## src/rtl/reg_ctx_engine.sv

```systemverilog
// Context save/restore sequencer for the 32x32 register file.
// Save streams registers FIRST_REG..LAST_REG out to memory at base+4n.
// Restore reads the same window back and writes it into the register file.
module reg_ctx_engine #(
    parameter int FIRST_REG = 1,
    parameter int LAST_REG  = 31
) (
    input  logic        clk,
    input  logic        rst,
    input  logic        start_save_i,
    input  logic        start_restore_i,
    input  logic [31:0] base_addr_i,
    output logic        busy_o,
    output logic        done_o,
    output logic [4:0]  rf_rd_reg_o,
    input  logic [31:0] rf_rd_data_i,
    output logic [4:0]  rf_wr_reg_o,
    output logic [31:0] rf_wr_data_o,
    output logic        rf_reg_write_o,
    output logic [31:0] mem_addr_o,
    output logic [31:0] mem_wdata_o,
    output logic        mem_write_o,
    output logic        mem_read_o,
    input  logic [31:0] mem_rdata_i,
    input  logic        mem_ready_i
);

    localparam logic [4:0] FIRST_IDX = 5'(FIRST_REG);
    localparam logic [4:0] LAST_IDX  = 5'(LAST_REG);

    typedef enum logic [2:0] {
        IDLE,
        SAVE_REQ,
        RESTORE_REQ,
        RESTORE_WB,
        DONE
    } state_t;

    state_t      state_q, state_d;
    logic [4:0]  idx_q, idx_d;
    logic [31:0] base_q, base_d;
    logic [31:0] cap_q, cap_d;

    logic        busy_q, busy_d;
    logic        done_q, done_d;
    logic        mem_write_q, mem_write_d;
    logic        mem_read_q, mem_read_d;
    logic        rf_reg_write_q, rf_reg_write_d;
    logic [31:0] mem_addr_q, mem_addr_d;
    logic [4:0]  rf_rd_reg_q, rf_rd_reg_d;
    logic [4:0]  rf_wr_reg_q, rf_wr_reg_d;

    // Next-state logic, with every output computed from the upcoming state so it can be registered
    always_comb begin
        state_d        = state_q;
        idx_d          = idx_q;
        base_d         = base_q;
        cap_d          = cap_q;
        busy_d         = 1'b0;
        done_d         = 1'b0;
        mem_write_d    = 1'b0;
        mem_read_d     = 1'b0;
        rf_reg_write_d = 1'b0;
        mem_addr_d     = mem_addr_q;
        rf_rd_reg_d    = rf_rd_reg_q;
        rf_wr_reg_d    = rf_wr_reg_q;

        case (state_q)
            IDLE: begin
                if (start_save_i) begin
                    state_d = SAVE_REQ;
                    base_d  = {base_addr_i[31:2], 2'b00};
                    idx_d   = FIRST_IDX;
                end else if (start_restore_i) begin
                    state_d = RESTORE_REQ;
                    base_d  = {base_addr_i[31:2], 2'b00};
                    idx_d   = FIRST_IDX;
                end
            end
            SAVE_REQ: begin
                if (mem_ready_i) begin
                    if (idx_q == LAST_IDX) begin
                        state_d = DONE;
                    end else begin
                        idx_d = idx_q + 5'd1;
                    end
                end
            end
            RESTORE_REQ: begin
                if (mem_ready_i) begin
                    cap_d   = mem_rdata_i;
                    state_d = RESTORE_WB;
                end
            end
            RESTORE_WB: begin
                if (idx_q == LAST_IDX) begin
                    state_d = DONE;
                end else begin
                    idx_d   = idx_q + 5'd1;
                    state_d = RESTORE_REQ;
                end
            end
            DONE: begin
                state_d = IDLE;
            end
            default: begin
                state_d = IDLE;
            end
        endcase

        case (state_d)
            SAVE_REQ: begin
                busy_d      = 1'b1;
                mem_write_d = 1'b1;
                rf_rd_reg_d = idx_d;
                mem_addr_d  = base_d + {25'b0, idx_d, 2'b00};
            end
            RESTORE_REQ: begin
                busy_d     = 1'b1;
                mem_read_d = 1'b1;
                mem_addr_d = base_d + {25'b0, idx_d, 2'b00};
            end
            RESTORE_WB: begin
                busy_d         = 1'b1;
                rf_reg_write_d = 1'b1;
                rf_wr_reg_d    = idx_d;
            end
            DONE: begin
                done_d = 1'b1;
            end
            default: begin
            end
        endcase
    end

    // State, index, latched base, capture word and registered outputs; reset clears everything
    always_ff @(posedge clk) begin
        if (rst) begin
            state_q        <= IDLE;
            idx_q          <= FIRST_IDX;
            base_q         <= '0;
            cap_q          <= '0;
            busy_q         <= 1'b0;
            done_q         <= 1'b0;
            mem_write_q    <= 1'b0;
            mem_read_q     <= 1'b0;
            rf_reg_write_q <= 1'b0;
            mem_addr_q     <= '0;
            rf_rd_reg_q    <= '0;
            rf_wr_reg_q    <= '0;
        end else begin
            state_q        <= state_d;
            idx_q          <= idx_d;
            base_q         <= base_d;
            cap_q          <= cap_d;
            busy_q         <= busy_d;
            done_q         <= done_d;
            mem_write_q    <= mem_write_d;
            mem_read_q     <= mem_read_d;
            rf_reg_write_q <= rf_reg_write_d;
            mem_addr_q     <= mem_addr_d;
            rf_rd_reg_q    <= rf_rd_reg_d;
            rf_wr_reg_q    <= rf_wr_reg_d;
        end
    end

    // A reset arriving during the write-back cycle must suppress that write, so gate the enable with rst
    assign rf_reg_write_o = rf_reg_write_q & ~rst;
    // Save data passes straight through from the register file while the write request is up
    assign mem_wdata_o    = mem_write_q ? rf_rd_data_i : 32'h0;

    assign busy_o       = busy_q;
    assign done_o       = done_q;
    assign mem_write_o  = mem_write_q;
    assign mem_read_o   = mem_read_q;
    assign mem_addr_o   = mem_addr_q;
    assign rf_rd_reg_o  = rf_rd_reg_q;
    assign rf_wr_reg_o  = rf_wr_reg_q;
    assign rf_wr_data_o = cap_q;

endmodule

```

## config.mk

```make
export PLATFORM = sky130hd
export DESIGN_NAME = reg_ctx_engine
export DESIGN_NICKNAME = d
export VERILOG_FILES = /design/src/rtl/reg_ctx_engine.sv
export SDC_FILE = /design/constraint.sdc
export NUM_CORES = 1
export LEC_CHECK = 0
export CORE_AREA = 2 2 109 138
export CTS_CLUSTER_SIZE = 20
export DETAILED_ROUTE_END_ITERATION = 8
export DIE_AREA = 0 0 111 140
export PLACE_DENSITY = 0.76
export SYNTH_ARGS = -nofsm -noshare
export SYNTH_HDL_FRONTEND = slang
export SYNTH_SLANG_ARGS = --single-unit
```

## constraint.sdc

```tcl
create_clock -name clk -period 3.37 [get_ports clk]
set_clock_uncertainty 0.05 [all_clocks]
set_input_delay 0.674 -clock clk [delete_from_list [all_inputs] [get_ports clk]]
set_output_delay 0.674 -clock clk [all_outputs]
set_load 0.1 [all_outputs]
```

==> flow_summary.ini, run 1 <==
[drt]
finalWirelength_um = 17970
avgViaCountPerCell = 5.250
drtAntennaViolNets = 0
vias = 5854
post_drt_wl_per_cell_um = 16.12
wl_met2_um = 9115
wl_met3_um = 1463
top_layer = met4
drc = 0
met1_length_um = 6834
drtIter0Drc = 331
drtPass1Iterations = 5

[logic_synthesis]
yosysUniqueCellTypes = 68
post_synth_xor_area_fraction_pct = 2.806
ys_warn_count = 0
syn_nets = 797
synth_compound_area_share_pct = 14.74
synthAdderAreaFrac_pct = 1.693
synth_seq_area_share_pct = 42.41
netlist_area_um2 = 5618
synth_top_family_by_area = simple AND/OR/NAND/NOR gates
avgSynthCellArea_um2 = 8.154
synth_ff_type = dfxtp_1
synth.area.mux_share_pct = 4.699
synth_seq_cells = 119
synth-simple-area-share_pct = 29.51
synth_cells = 689
synth_edf_count = 0
async_reset_ff_share_pct = 0

[setup_path]
arrival_ns = 3.54
worstRegToRegCells = 15
path_class = flip-flop to flip-flop
slowest_delay_ns = 0.48
r2r_slack_ns = 0.13
r2r_end = mem_addr_o[22]
start_kind = flip-flop
endpoint_kind = flip-flop
critPathRequiredTime_ns = 3.67
cpMostUsedCell = buf_4
r2r_start = idx_q[1]
path_cells = ha_4, and4_1, nor3_1, buf_4, buf_4, a22oi_2, inv_2, buf_4, fa_2, a21oi_2, o21ai_1, o21ai_4, nor3_4, or4_1, nand3_1
critPathSlowestCell = or4_1
cp_max_fo = 6

[clock_tree]
clk_latency_ns = 0.41
clk_pin_slew_worst_paths_ns = 0.06
cts_sinks = 119
cts_buffers = 17
root_buffer = clkbuf_16
clockBufferDepth = 2
h-tree-depth = 4
cts_tree = done
postCtsHoldBufs = 0

[final_layout]
layout_common_cells = 159 x buf_4, 132 x nand2_1, 118 x dfxtp_1
final_nets = 1029
final_common_cell = buf_4
drive_above_1_share_pct = 24.84
final_util_pct = 60.07
syn_to_final_growth_pct = 51.43
nFillCells = 1247
postLayoutCellArea_um2 = 8507

[power]
finalPower_mw = 4.681
peakVddDrop_v = 0.0003335
pwr_density_cell_nw_per_um2 = 550.3
leakage_nw = 3.527

[timing]
finalCriticalPeriod_ns = 3.241
period_share_pct = 96.16
finalHoldViolations = 0
fin_setup_tns_ns = 0
drv_slew = 0
fmax_ghz = 0.3086
worstMarginPinSlew_ns = 1.100
setup_viol = 0
rsz0062_at_grt = false
slew_headroom_pct = 26.13
hold_slack_ns = 0.4015

[global_route]
grt_max_degree = 74
first_global_vias = 5408
grt_antenna_before_repair = 3
gr-total-overflow = 0
grt_pass1_wl_um = 28390
grtUsageTotal_pct = 22.69

[hold_path]
holdPathEnd = mem_addr_o[29]
worstHoldPathCells = 2
hold_path_startpoint = mem_addr_o[29]
hp-class = flip-flop to flip-flop

[floorplanning]
dieArea_um2 = 15540
pin_count = 212
core_um2 = 14160
initial_core_util_pct = 39.67
rows = 49
die_h_um = 140
die_w_um = 111

[placed_design]
routabilityCongestion = 0.8915
placed_area_um2 = 7874
dp_hpwl_um = 13250
port_buffers = 209

[flow_run]
maxCapViolCount = 0

[run_status]
status = completed
[state kept, by name (all words and copies together), names as in the netlist]
name            count
base_q             32
mem_addr_o         32
rf_wr_data_o       32
idx_q               5
rf_rd_reg_o         5
rf_wr_reg_o         5
state_q             3
busy_o              1
done_o              1
mem_read_o          1
mem_write_o         1
rf_reg_write_q      1
[how the worst max path moves through the flow]
stage                    startpoint             end
global route        start_restore_i  mem_addr_o[22]
global placement        mem_ready_i  mem_addr_o[22]
detailed placement      mem_ready_i  mem_addr_o[22]
floorplan                state_q[0]  mem_addr_o[31]
CTS                     mem_ready_i  mem_addr_o[22]
finish                     idx_q[1]  mem_addr_o[22]
[logic make-up (layout without fill, tap and decap cells)]
kind of cell             Yosys count  count (layout)
AND/OR/NAND/NOR                  341             341
AO/OA/AOI/OAI                    126             126
flip-flops                       119             119
buffers and inverters             52             297
multiplexers                      26              26
XOR/XNOR                          18              18
adder cells (fa/ha/maj)            7               7
other                              0               3
[critical path: cells and delay by family, from the launching register on]
kind            cells  cell delay (ns)
compound gates      4             0.72
buf+inv             4             0.46
flops               1             0.43
simple gates        5             0.93
fa+ha+maj           2             0.59
[per-stage QoR]
step                cells  setup WS (ns)
floorplan             689        0.01330
global placement     1080        -0.3557
detailed placement   1080        -0.3945
CTS                  1112        0.03087
global route         1115        0.01331
finish               1115         0.1292
[layout make-up]
cell class,instances,area (um^2),area share (%)
antenna,3,7.507,0.08825
multi-input combinational,518,3120,36.68
inverter,8,30.03,0.3530
sequential,119,2384,28.02
clock inverter,15,130.1,1.530
timing repair buffer,257,2187,25.71
tap,178,222.7,2.618
clock buffer,17,425.4,5.001
[power by group]
group          switching (mW)  internal, mW  total, mW
combinational            1.00         0.411       1.41
sequential             0.0698          1.51       1.58
clock                   0.679          1.01       1.69
total                    1.75          2.93       4.68
[repair_timing]
action | in CTS | in global routing
gates resized for setup | 0 | 12
setup buffers | 0 | 0
setup endpoints to repair | 0 | 19
[routing by layer]
layer | vias to the layer above | track usage (%)
met5 | - | 0
met4 | 0 | 10.59
met3 | 36 | 6.361
met2 | 272 | 39.30
met1 | 2668 | 25.88
li1 | 2878 | -
[cell usage after synthesis, types with 3 or more instances]
library cell	number	area share, %
nand2_1	133	8.9
dfxtp_1	119	42
nor2_1	61	4.1
a21oi_1	56	5.0
and2_1	36	4.0
nand3_1	33	2.9
clkbuf_1	30	2.0
mux2i_1	23	4.1
nand4_1	18	2.0
and3_1	15	1.7
nor3_1	15	1.3
o21ai_0	15	1.3
xor2_1	13	2.0
a211oi_1	10	1.3
inv_1	7	0.47
buf_2	6	0.53
ha_1	6	1.3
xnor2_1	5	0.78
a31oi_1	4	0.45
and4_1	4	0.62
o211ai_1	4	0.53
o22ai_1	4	0.45
or4_1	4	0.53
a22oi_1	3	0.40
buf_1	3	0.20
buf_6	3	0.60
mux2_2	3	0.60
nor4_1	3	0.33
nor4b_1	3	0.47
or4b_2	3	0.53
Power figures use the tool's default switching activity.
==> run 2, diff against run 1 <==
==> config.mk (replaced) <==
export PLATFORM = sky130hd
export DESIGN_NAME = reg_ctx_engine
export DESIGN_NICKNAME = d
export VERILOG_FILES = /design/src/rtl/reg_ctx_engine.sv
export SDC_FILE = /design/constraint.sdc
export NUM_CORES = 1
export LEC_CHECK = 0
export CORE_AREA = 2 2 171 89
export CTS_CLUSTER_SIZE = 25
export DETAILED_ROUTE_END_ITERATION = 8
export DIE_AREA = 0 0 173 91
export PLACE_DENSITY = 0.76
export SYNTH_ARGS = -nofsm -noshare
export SYNTH_HDL_FRONTEND = slang
export SYNTH_SLANG_ARGS = --single-unit
export TNS_END_PERCENT = 100
==> run 2 against run 1 <==
Compared with the run above: routed wire length up 1.4%; count of clock-buffer cells in the layout up 4; non-clock buffer count up 11; register-to-register slack better by 0.11 ns; critical path type is now input port to flip-flop; largest cell class unchanged.
==> flow_summary.ini, run 2 (same netlist as run 1, synthesis figures left out) <==
[run_status]
status = completed

[timing]
fmax_ghz = 0.3117
fin_setup_tns_ns = 0
finalHoldViolations = 0
period_share_pct = 95.21
slew_headroom_pct = 46.96
worstMarginPinSlew_ns = 0.7956
finalCriticalPeriod_ns = 3.209
setup_viol = 0
drv_slew = 0
rsz0062_at_grt = true

[drt]
drc = 0
drtIter0Drc = 502
drtAntennaViolNets = 0
drtPass1Iterations = 5
vias = 5938
avgViaCountPerCell = 5.200
finalWirelength_um = 18220
post_drt_wl_per_cell_um = 15.96

[final_layout]
syn_to_final_growth_pct = 53.16
final_common_cell = buf_4
drive_above_1_share_pct = 25.42
final_nets = 1040
layout_common_cells = 169 x buf_4, 132 x nand2_1, 119 x dfxtp_1
antenna_cells = 0

[setup_path]
cpMostUsedCell = nor2_1
critPathLaunch = mem_ready_i
path_class = input port to flip-flop
arrival_ns = 3.45
cp_max_fo = 6
critPathSlowestCell = clkdlybuf4s50_1
slowest_delay_ns = 0.47
cp_top_family = compound AO/OA/AOI/OAI gates
r2r_slack_ns = 0.24
start_kind = input port
r2r_start = state_q[0]
path_cells = clkdlybuf4s50_1, nor2_4, nor2_4, a41oi_1, nor2_1, ha_1, buf_4, a21oi_1, o21ai_1, o21ai_2, buf_4, nor2_1, nor2_1, a2111oi_1
critPathRequiredTime_ns = 3.61
worst-path-buf-inv = 3
endpoint_kind = flip-flop

[placed_design]
port_buffers = 209
routabilityCongestion = 0.9207
dp_hpwl_um = 13450

[power]
pwr_density_cell_nw_per_um2 = 550.2
peakVddDrop_v = 0.0002844
leakage_nw = 3.602
finalPower_mw = 4.734

[global_route]
first_global_vias = 5420
gr-total-overflow = 0
grt_antenna_before_repair = 0
grt_max_degree = 105
grt_pass1_wl_um = 28950
grtUsageTotal_pct = 22.76

[clock_tree]
h-tree-depth = 4
clockBufferDepth = 2
cts_buffers = 17
root_buffer = clkbuf_16
clk_latency_ns = 0.41
cts_sinks = 119
cts_tree = done
clk_pin_slew_worst_paths_ns = 0.05

[floorplanning]
die_w_um = 173
dieArea_um2 = 15740
pin_count = 212
core_um2 = 14200
die_h_um = 91
rows = 31
initial_core_util_pct = 39.57

[hold_path]
hp-class = flip-flop to flip-flop
hold_path_startpoint = mem_addr_o[2]

[flow_run]
maxCapViolCount = 0
==> run 2: changes by cell type in the layout (fill, tap and decap cells not counted), moves of 3 or more <==
cell and delta:
buf_4 +10, inv_6 -3, diode_2 -3, clkinvlp_4 -4
nor2_1 -3, clkbuf_1 +3
==> run 2: timing repair <==
item / 4_1_cts / 5_1_grt
gates resized for setup: 0 / 17
endpoints found under the setup margin: 0 / 24
hold endpoints to repair: 0 / 0
setup buffers: 0 / 4
hold buffers: 0 / 0
==> run 2: power breakdown <==
part | internal [mW] | switching [mW] | total [mW]
Clock | 1.09 | 0.628 | 1.72
Sequential | 1.51 | 0.0729 | 1.58
Combinational | 0.418 | 1.02 | 1.43
Total | 3.02 | 1.72 | 4.73
==> run 2: worst reg2reg max path, cell delays in order, from the launching register on <==
cell	delay, ns
dfxtp_1	0.38
or3_4	0.41
nor2_4	0.17
o22ai_1	0.12
a22oi_2	0.19
inv_1	0.07
ha_1	0.34
a21o_1	0.20
a21oi_2	0.18
a22o_4	0.22
buf_4	0.14
nor3_2	0.05
or4_1	0.48
nand3_1	0.07
==> run 2: final cells by class <==
type,count,area [um^2]
clock buffers,21,450.4
clock inverters,10,105.1
fillers,1216,5592
inverters,8,30.03
multi-input cells,518,3115
flip-flops and latches,119,2382
well taps,198,247.7
repair buffers,268,2273
==> run 2: worst paths after layout <==
check,end,cells past startpoint
max,mem_addr_o[26],14
min,mem_addr_o[2],2
max reg2reg,mem_addr_o[17],13
min reg2reg,mem_addr_o[2],2
==> run 2: stage by stage <==
| stage | area, um^2 | setup WS (ns) | cells | utilization [%] | hold WS, ns |
|---|---|---|---|---|---|
| floorplan | 5679 | 0.01330 | 689 | - | 0.3935 |
| global placement | 7951 | -0.3031 | 1107 | 56.01 | 0.3920 |
| detailed placement | 7951 | -0.3656 | 1107 | 56.01 | 0.3945 |
| CTS | 8507 | 0.02156 | 1138 | 59.92 | 0.4018 |
| global route | 8605 | -0.02414 | 1142 | 60.61 | 0.4182 |
| finish | 8605 | 0.1615 | 1142 | 60.61 | 0.4020 |
==> run 2: routing by layer <==
| metal | global-route usage [%] | wire length (um) |
|---|---|---|
| met3 | 6.114 | 1621 |
| met1 | 32.89 | 8848 |
| met4 | 5.650 | 178 |
| met2 | 33.23 | 7573 |
| met5 | 1.282 | 0 |
